<file path="src/rtl/module_pc_unit_pkg.sv">
// Shared definitions for the program-counter unit.
//   pc_state_t : BOOT (one cycle after reset), RUN (fetching), HALT (PC held).
//   BR_*       : is_branch encodings from execute. 2'b11 decodes as "no branch".
package pkg_pc;

  typedef enum logic [1:0] {
    BOOT = 2'd0,
    RUN  = 2'd1,
    HALT = 2'd2
  } pc_state_t;

  localparam logic [1:0] BR_NONE = 2'b00;
  localparam logic [1:0] BR_COND = 2'b01;
  localparam logic [1:0] BR_JAL  = 2'b10;

endpackage

</file>
<file path="src/rtl/module_pc_redirect.sv">
// Combinational redirect decode for the PC unit.
//   Inputs : is_jmp, is_branch[1:0], alu_not, alu_out, imm, ex_pc
//   Outputs: taken (a redirect applies), target (next fetch address),
//            misalign (target was misaligned and replaced by TRAP_VECTOR)
// Macro MISALIGN_TRAP_EN enables the misaligned-target trap; when it is not
// defined the computed target is used as-is and misalign is constant 0.
module module_pc_redirect
  import pkg_pc::*;
#(
  parameter int              XLEN        = 32,
  parameter logic [XLEN-1:0] TRAP_VECTOR = 'h4
) (
  input  logic            is_jmp,
  input  logic [1:0]      is_branch,
  input  logic            alu_not,
  input  logic [XLEN-1:0] alu_out,
  input  logic [XLEN-1:0] imm,
  input  logic [XLEN-1:0] ex_pc,
  output logic            taken,
  output logic [XLEN-1:0] target,
  output logic            misalign
);

  logic [XLEN-1:0] raw;
  logic [XLEN-1:0] br_tgt;

  // Branch and JAL share one adder; wraps mod 2^XLEN.
  assign br_tgt = ex_pc + imm;

  // Priority: JALR, then JAL, then a conditional branch whose condition holds.
  always_comb begin
    taken = 1'b0;
    raw   = '0;
    if (is_jmp) begin
      taken = 1'b1;
      raw   = {alu_out[XLEN-1:1], 1'b0};
    end else if (is_branch == BR_JAL) begin
      taken = 1'b1;
      raw   = br_tgt;
    end else if (is_branch == BR_COND && (alu_out[0] ^ alu_not)) begin
      taken = 1'b1;
      raw   = br_tgt;
    end
  end

`ifdef MISALIGN_TRAP_EN
  // JALR bit0 is already cleared in raw, so for jumps only bit1 can trip this.
  assign misalign = taken && (raw[1:0] != 2'b00);
  assign target   = misalign ? TRAP_VECTOR : raw;
`else
  assign misalign = 1'b0;
  assign target   = raw;
`endif

endmodule

</file>
<file path="src/rtl/module_pc_unit.sv">
// Program-counter unit: generates the fetch address under a valid/ready
// handshake and applies redirects from execute.
//   clock, reset (async active-low)
//   halt                 : level, holds the PC while high
//   is_jmp, is_branch,
//   alu_not, alu_out,
//   imm, ex_pc           : redirect request from execute
//   addr_ready           : fetch accepts addr this cycle
//   addr, addr_valid     : fetch request (addr is purely registered)
//   link                 : ex_pc + STEP, combinational
//   flush                : one-cycle pulse after a redirect was applied
//   misalign             : one-cycle pulse on a trapped misaligned target
// Macro MISALIGN_TRAP_EN enables the misaligned-target trap.
// Reset release is expected to be synchronous to clock.
module module_pc_unit
  import pkg_pc::*;
#(
  parameter int              XLEN         = 32,
  parameter logic [XLEN-1:0] RESET_VECTOR = '0,
  parameter int              STEP         = 4,
  parameter logic [XLEN-1:0] TRAP_VECTOR  = 'h4
) (
  input  logic            clock,
  input  logic            reset,
  input  logic            halt,
  input  logic            is_jmp,
  input  logic [1:0]      is_branch,
  input  logic            alu_not,
  input  logic [XLEN-1:0] alu_out,
  input  logic [XLEN-1:0] imm,
  input  logic [XLEN-1:0] ex_pc,
  input  logic            addr_ready,
  output logic [XLEN-1:0] addr,
  output logic            addr_valid,
  output logic [XLEN-1:0] link,
  output logic            flush,
  output logic            misalign
);

  pc_state_t       state;
  logic            taken;
  logic            mis_c;
  logic [XLEN-1:0] target;
  logic            redirect;

  module_pc_redirect #(
    .XLEN        (XLEN),
    .TRAP_VECTOR (TRAP_VECTOR)
  ) u_redirect (
    .is_jmp    (is_jmp),
    .is_branch (is_branch),
    .alu_not   (alu_not),
    .alu_out   (alu_out),
    .imm       (imm),
    .ex_pc     (ex_pc),
    .taken     (taken),
    .target    (target),
    .misalign  (mis_c)
  );

  assign link       = ex_pc + XLEN'(STEP);
  assign addr_valid = (state == RUN);
  // BOOT swallows redirects: nothing has been fetched yet.
  assign redirect   = taken && (state != BOOT);

  always_ff @(posedge clock or negedge reset) begin
    if (!reset) begin
      state    <= BOOT;
      addr     <= RESET_VECTOR;
      flush    <= 1'b0;
      misalign <= 1'b0;
    end else begin
      flush    <= redirect;
      misalign <= redirect && mis_c;

      // Redirect beats the stall/halt hold; an outstanding unaccepted
      // request is abandoned since fetch discards it on flush.
      if (redirect)
        addr <= target;
      else if (addr_valid && addr_ready && !halt)
        addr <= addr + XLEN'(STEP);

      unique case (state)
        BOOT:    state <= RUN;
        RUN:     state <= halt ? HALT : RUN;
        HALT:    state <= halt ? HALT : RUN;
        default: state <= BOOT;
      endcase
    end
  end

endmodule
</file>
<file path="config.mk">
export PLATFORM = sky130hd
export DESIGN_NAME = module_pc_unit
export DESIGN_NICKNAME = d
export VERILOG_FILES = /design/src/rtl/module_pc_unit_pkg.sv /design/src/rtl/module_pc_redirect.sv /design/src/rtl/module_pc_unit.sv
export SDC_FILE = /design/constraint.sdc
export NUM_CORES = 1
export LEC_CHECK = 0
export ABC_AREA = 1
export CAP_MARGIN = 10
export CORE_ASPECT_RATIO = 0.9
export CORE_UTILIZATION = 60
export DETAILED_ROUTE_END_ITERATION = 10
export DONT_BUFFER_PORTS = 1
export PLACE_DENSITY_LB_ADDON = 0.25
export SYNTH_ARGS = -nofsm -noshare
export SYNTH_HDL_FRONTEND = slang
export SYNTH_SLANG_ARGS = --single-unit
</file>
<file path="constraint.sdc">
create_clock -name clock -period 2.76 [get_ports clock]
set_input_delay 0.828 -clock clock [delete_from_list [all_inputs] [get_ports clock]]
set_output_delay 0.828 -clock clock [all_outputs]
set_load 0.01 [all_outputs]
</file>
==> impl_summary.md <==
Setup path
The most frequent cell on the critical path is sky130_fd_sc_hd__nor2_4. The start point of the critical path is ex_pc[2]. In this run the critical register-to-register path is launched from state[0].

The required time at the worst-slack endpoint is 1.93 ns. Walking the worst path, the cells encountered are ha_4, nand3_4, nor3b_4, nand2_2, nor2_4, nand4_4, nor2_4, nand3_2, xnor2_2. The maximum fanout count along the critical path is 4. At the worst endpoint, the arrival time is 2.11 ns. The worst setup path is of the in2out kind.

The largest stage delay on the critical path is 0.20 ns. The number of buffers and inverters on the critical path is 0. The slowest stage of the critical path belongs to the cell sky130_fd_sc_hd__nor3b_4. The worst setup path is launched from an input pin. The kind of end point of the critical path is an output pin. The critical path's top delay family is simple AND/OR/NAND/NOR gates.

Timing
The post-layout worst setup margin is -0.1753 ns. The final critical path time including I/O delays and setup is 2.935 ns. The worst hold-check slack is 0.2210 ns.

The number of failing setup endpoints in the final timing report is 14. The clock arrives with 0.002556 ns of skew. The number of hold violations in the final report is 0. The transition at the pin with the smallest max-transition slack is 0.7209 ns. Setup repair after global routing could not meet its margin everywhere. The remaining max-slew budget at the tightest pin is 51.89%.

The part of the cycle the worst path needs is 106.3%. The final number of max-transition violations is 0. Timing would allow up to 0.3407 GHz.

Place
The count of input and output buffers is 0. The final estimated routing congestion in global placement is 0.9726. The standard cell area after detailed placement is 5763 sq um. The detailed-placement wirelength estimate is 12910 um. Once placement completed, the tool counted placed cells totaling 1100.

Floorplanning
The starting utilization of the core area is 62.80%. The total number of placement rows is 32. The number of primary I/O pins is 171. The floorplan step defined a die boundary enclosing 9522 sq um. The die boundary height is 92.68 um. The core region is 8728 sq um.

The die is 102.8 um wide.

Global routing
The initial antenna violation count came to 0. The number of global-route vias before repair was 5577. Entering global routing, the biggest net connects 48 pins. The global-route wire length before repair is 25920 um. After global routing the overflow that remains totals 0.

The overall routing resource usage is 34.40%.

Synth
In the synthesized netlist the async set-or-reset flop fraction comes to 100.0%. In this run the mean area of a mapped cell was 5.593 sq um. The area of the mapped netlist is 5482 sq um.

The net count after synthesis is 1121. Sequential cells were found to cover 15.98% of the synthesized design area. The most common flop cell mapped by yosys is sky130_fd_sc_hd__dfrtp_1.

The synthesized design contains 0 enable-type register cells. Synthesis handed over a netlist of 980 instances. During synthesis, Yosys emitted a total of 0 warnings. The number of different library cells used by synthesis comes to 41. The number of synthesized register bits is 35.

Pwr
The net switching share of the total power is 51.42%. Summing internal, switching and leakage power gives 3.658 mW. Cell internal power was estimated by the tool at 1.777 mW. Combinational logic burns 51.0% of the power.

Power spread over the standard cell area amounts to 597.4 nW/um^2. VDD sags by at most 0.5479 mV. The clock network power share is 15.2%.

In this run, flip-flops and latches consume 33.8% of the power. Summed over all cells, the static leakage comes to 3.297 nW. The power spent charging and discharging nets is 1.881 mW.

Clock tree
Counting the buffers created by CTS gives 5. The root buffer cell is sky130_fd_sc_hd__clkbuf_8. For this design, the CTS-stage hold fixing added 0 buffers. The clock transition at the registers of the reported paths is 0.07 ns.

TritonCTS built the clock tree. The total number of H-tree levels is 2. The count of clock tree sinks is 35.

The clock latency reported for the late side of the worst-skew pair is 0.29 ns. Counting along the longest clock path gives a buffer depth of 2.

Cells and area
The final non-filler cell total is 1115. The count of nets after finishing is 1136. The post-route cell area is 6123 sq um. From synthesis to final layout, the design area changed by 11.71%. The antenna diode count is 0.

Cells with a size suffix above 1 make up 7.430% of the layout.

Route
Dividing the detail-routed via count by the number of cells gives 5.563. The via count is 6203. The number of design rule violations left after detail routing is 0. The length of the first detailed-routing pass in iterations is 8.

Once detail routing completed, the nets flagged for antenna violations numbered 0. The first routing iteration left 416 violations. Summed over all layers, the routed wires come to 16470 um. In the final routed layout, each cell accounts on average for 14.77 um.

Min path
The worst hold path class is in2async.

Outcome
The run finished, with violations left. The checks that failed: setup timing.

Flow run
The count of max-cap constraint violations is 0.
cell families after synthesis:
family | count (synthesis) | synth area share, %
and+or+nand+nor | 562 | 44.17
buffers and inverters | 182 | 12.81
AOI/OAI and AO/OA | 121 | 11.69
xor gates and xnor gates | 42 | 6.711
adders and majority gates | 37 | 8.582
DFF | 35 | 15.98
other | 1 | 0.06841
worst reg2reg max path, stage by stage (launching register included):
cell                      delay, ns
sky130_fd_sc_hd__dfrtp_1       0.39
sky130_fd_sc_hd__inv_1         0.06
sky130_fd_sc_hd__ha_1          0.18
sky130_fd_sc_hd__inv_1         0.10
sky130_fd_sc_hd__nand2_1       0.08
sky130_fd_sc_hd__inv_1         0.34
sky130_fd_sc_hd__nor2_1        0.11
sky130_fd_sc_hd__inv_1         0.55
sky130_fd_sc_hd__o21ai_0       0.18
sky130_fd_sc_hd__a21oi_1       0.14
Yosys cell counts, types with 2 or more instances:
library cell | number | area share [%]
sky130_fd_sc_hd__a31oi_1 | 3 | 0.34
sky130_fd_sc_hd__buf_2 | 6 | 0.55
sky130_fd_sc_hd__nor2_2 | 6 | 0.68
sky130_fd_sc_hd__o211ai_1 | 4 | 0.55
sky130_fd_sc_hd__a21oi_1 | 73 | 6.7
sky130_fd_sc_hd__inv_1 | 163 | 11
sky130_fd_sc_hd__nor2_1 | 80 | 5.5
sky130_fd_sc_hd__nand3b_1 | 4 | 0.55
sky130_fd_sc_hd__nand3_1 | 84 | 7.7
sky130_fd_sc_hd__dfrtp_1 | 35 | 16
sky130_fd_sc_hd__or2_2 | 2 | 0.23
sky130_fd_sc_hd__nand4_1 | 15 | 1.7
sky130_fd_sc_hd__o21bai_1 | 3 | 0.41
sky130_fd_sc_hd__nand3_2 | 3 | 0.55
sky130_fd_sc_hd__nor2_4 | 2 | 0.41
sky130_fd_sc_hd__buf_4 | 3 | 0.41
sky130_fd_sc_hd__nor3_1 | 19 | 1.7
sky130_fd_sc_hd__o21ai_0 | 32 | 2.9
sky130_fd_sc_hd__xnor2_1 | 17 | 2.7
sky130_fd_sc_hd__ha_1 | 36 | 8.2
sky130_fd_sc_hd__nand2_2 | 3 | 0.34
sky130_fd_sc_hd__xor2_1 | 25 | 4.0
sky130_fd_sc_hd__nor4_1 | 4 | 0.46
sky130_fd_sc_hd__nand2_1 | 332 | 23
sky130_fd_sc_hd__clkbuf_1 | 10 | 0.68
power by group through the flow:
| stage | Combinational (mW) | Sequential (mW) | Clock [mW] |
|---|---|---|---|
| after floorplan | 1.48 | 1.13 | 0 |
| after global placement | 1.79 | 1.24 | 0 |
| after detailed placement | 1.82 | 1.24 | 0 |
| after CTS | 1.84 | 1.23 | 0.559 |
| after global routing | 2.15 | 1.29 | 0.577 |
| final | 1.87 | 1.24 | 0.555 |
per-stage QoR:
stage	TNS (ns)	util (%)	worst slack (ns)
6_report	-1.390	70.15	-0.1753
5_1_grt	-2.494	70.15	-0.2683
4_1_cts	-1.185	69.40	-0.1623
3_5_place_dp	-1.502	66.03	-0.2004
3_3_place_gp	-1.156	66.03	-0.1751
2_1_floorplan	-0.4580	-	-0.1282
flip-flops by register name, summed over array words and instances, names as in the netlist:
| name | cells |
|---|---|
| addr | 32 |
| flush | 1 |
| state | 2 |
repair_timing:
action | in CTS | in global routing
gates resized for setup | 19 | 10
setup buffers | 6 | 2
pin swaps | 10 | 7
endpoints found under the setup margin | 12 | 15
layout make-up:
cell class / count / area [sq um]
Clock buffer: 6 / 72.57
Clock inverter: 2 / 60.06
Fill cell: 847 / 2605
Inverter: 163 / 611.8
Multi-Input combinational cell: 763 / 4124
Sequential cell: 35 / 875.8
Tap cell: 119 / 148.9
Timing Repair Buffer: 27 / 230.2
cell usage in the layout, fill, tap and decap left out, types with 6 or more instances in the layout:
| cell | n |
|---|---|
| sky130_fd_sc_hd__xor2_1 | 18 |
| sky130_fd_sc_hd__nand3_1 | 82 |
| sky130_fd_sc_hd__ha_1 | 35 |
| sky130_fd_sc_hd__xor2_2 | 6 |
| sky130_fd_sc_hd__nor2_4 | 8 |
| sky130_fd_sc_hd__xnor2_1 | 12 |
| sky130_fd_sc_hd__buf_4 | 23 |
| sky130_fd_sc_hd__o21ai_0 | 32 |
| sky130_fd_sc_hd__a21oi_1 | 73 |
| sky130_fd_sc_hd__dfrtp_1 | 35 |
| sky130_fd_sc_hd__nand2_1 | 329 |
| sky130_fd_sc_hd__nor3_1 | 19 |
| sky130_fd_sc_hd__nand4_1 | 15 |
| sky130_fd_sc_hd__nor2_1 | 78 |
| sky130_fd_sc_hd__inv_1 | 163 |
metal layers:
layer	GRT usage, %	vias to the layer above	share of wire [%]
li1	-	3129	-
met1	45.53	2751	43
met2	58.00	289	47
met3	6.792	34	8.6
met4	6.573	0	1.5
met5	0	-	0
path summary, 6_finish.rpt:
kind                            slack (ns)        to  cells after the start
worst max-delay path                 -0.18  link[26]                      9
worst min-delay path                  0.22     flush                      0
worst max register to register        0.57  addr[17]                      9
worst min register to register        0.55  state[0]                      2
max in group asynchronous             2.45  addr[27]                      0
min in group clock                    0.55  state[0]                      2
Note: power is estimated with default switching activity, not from simulation.
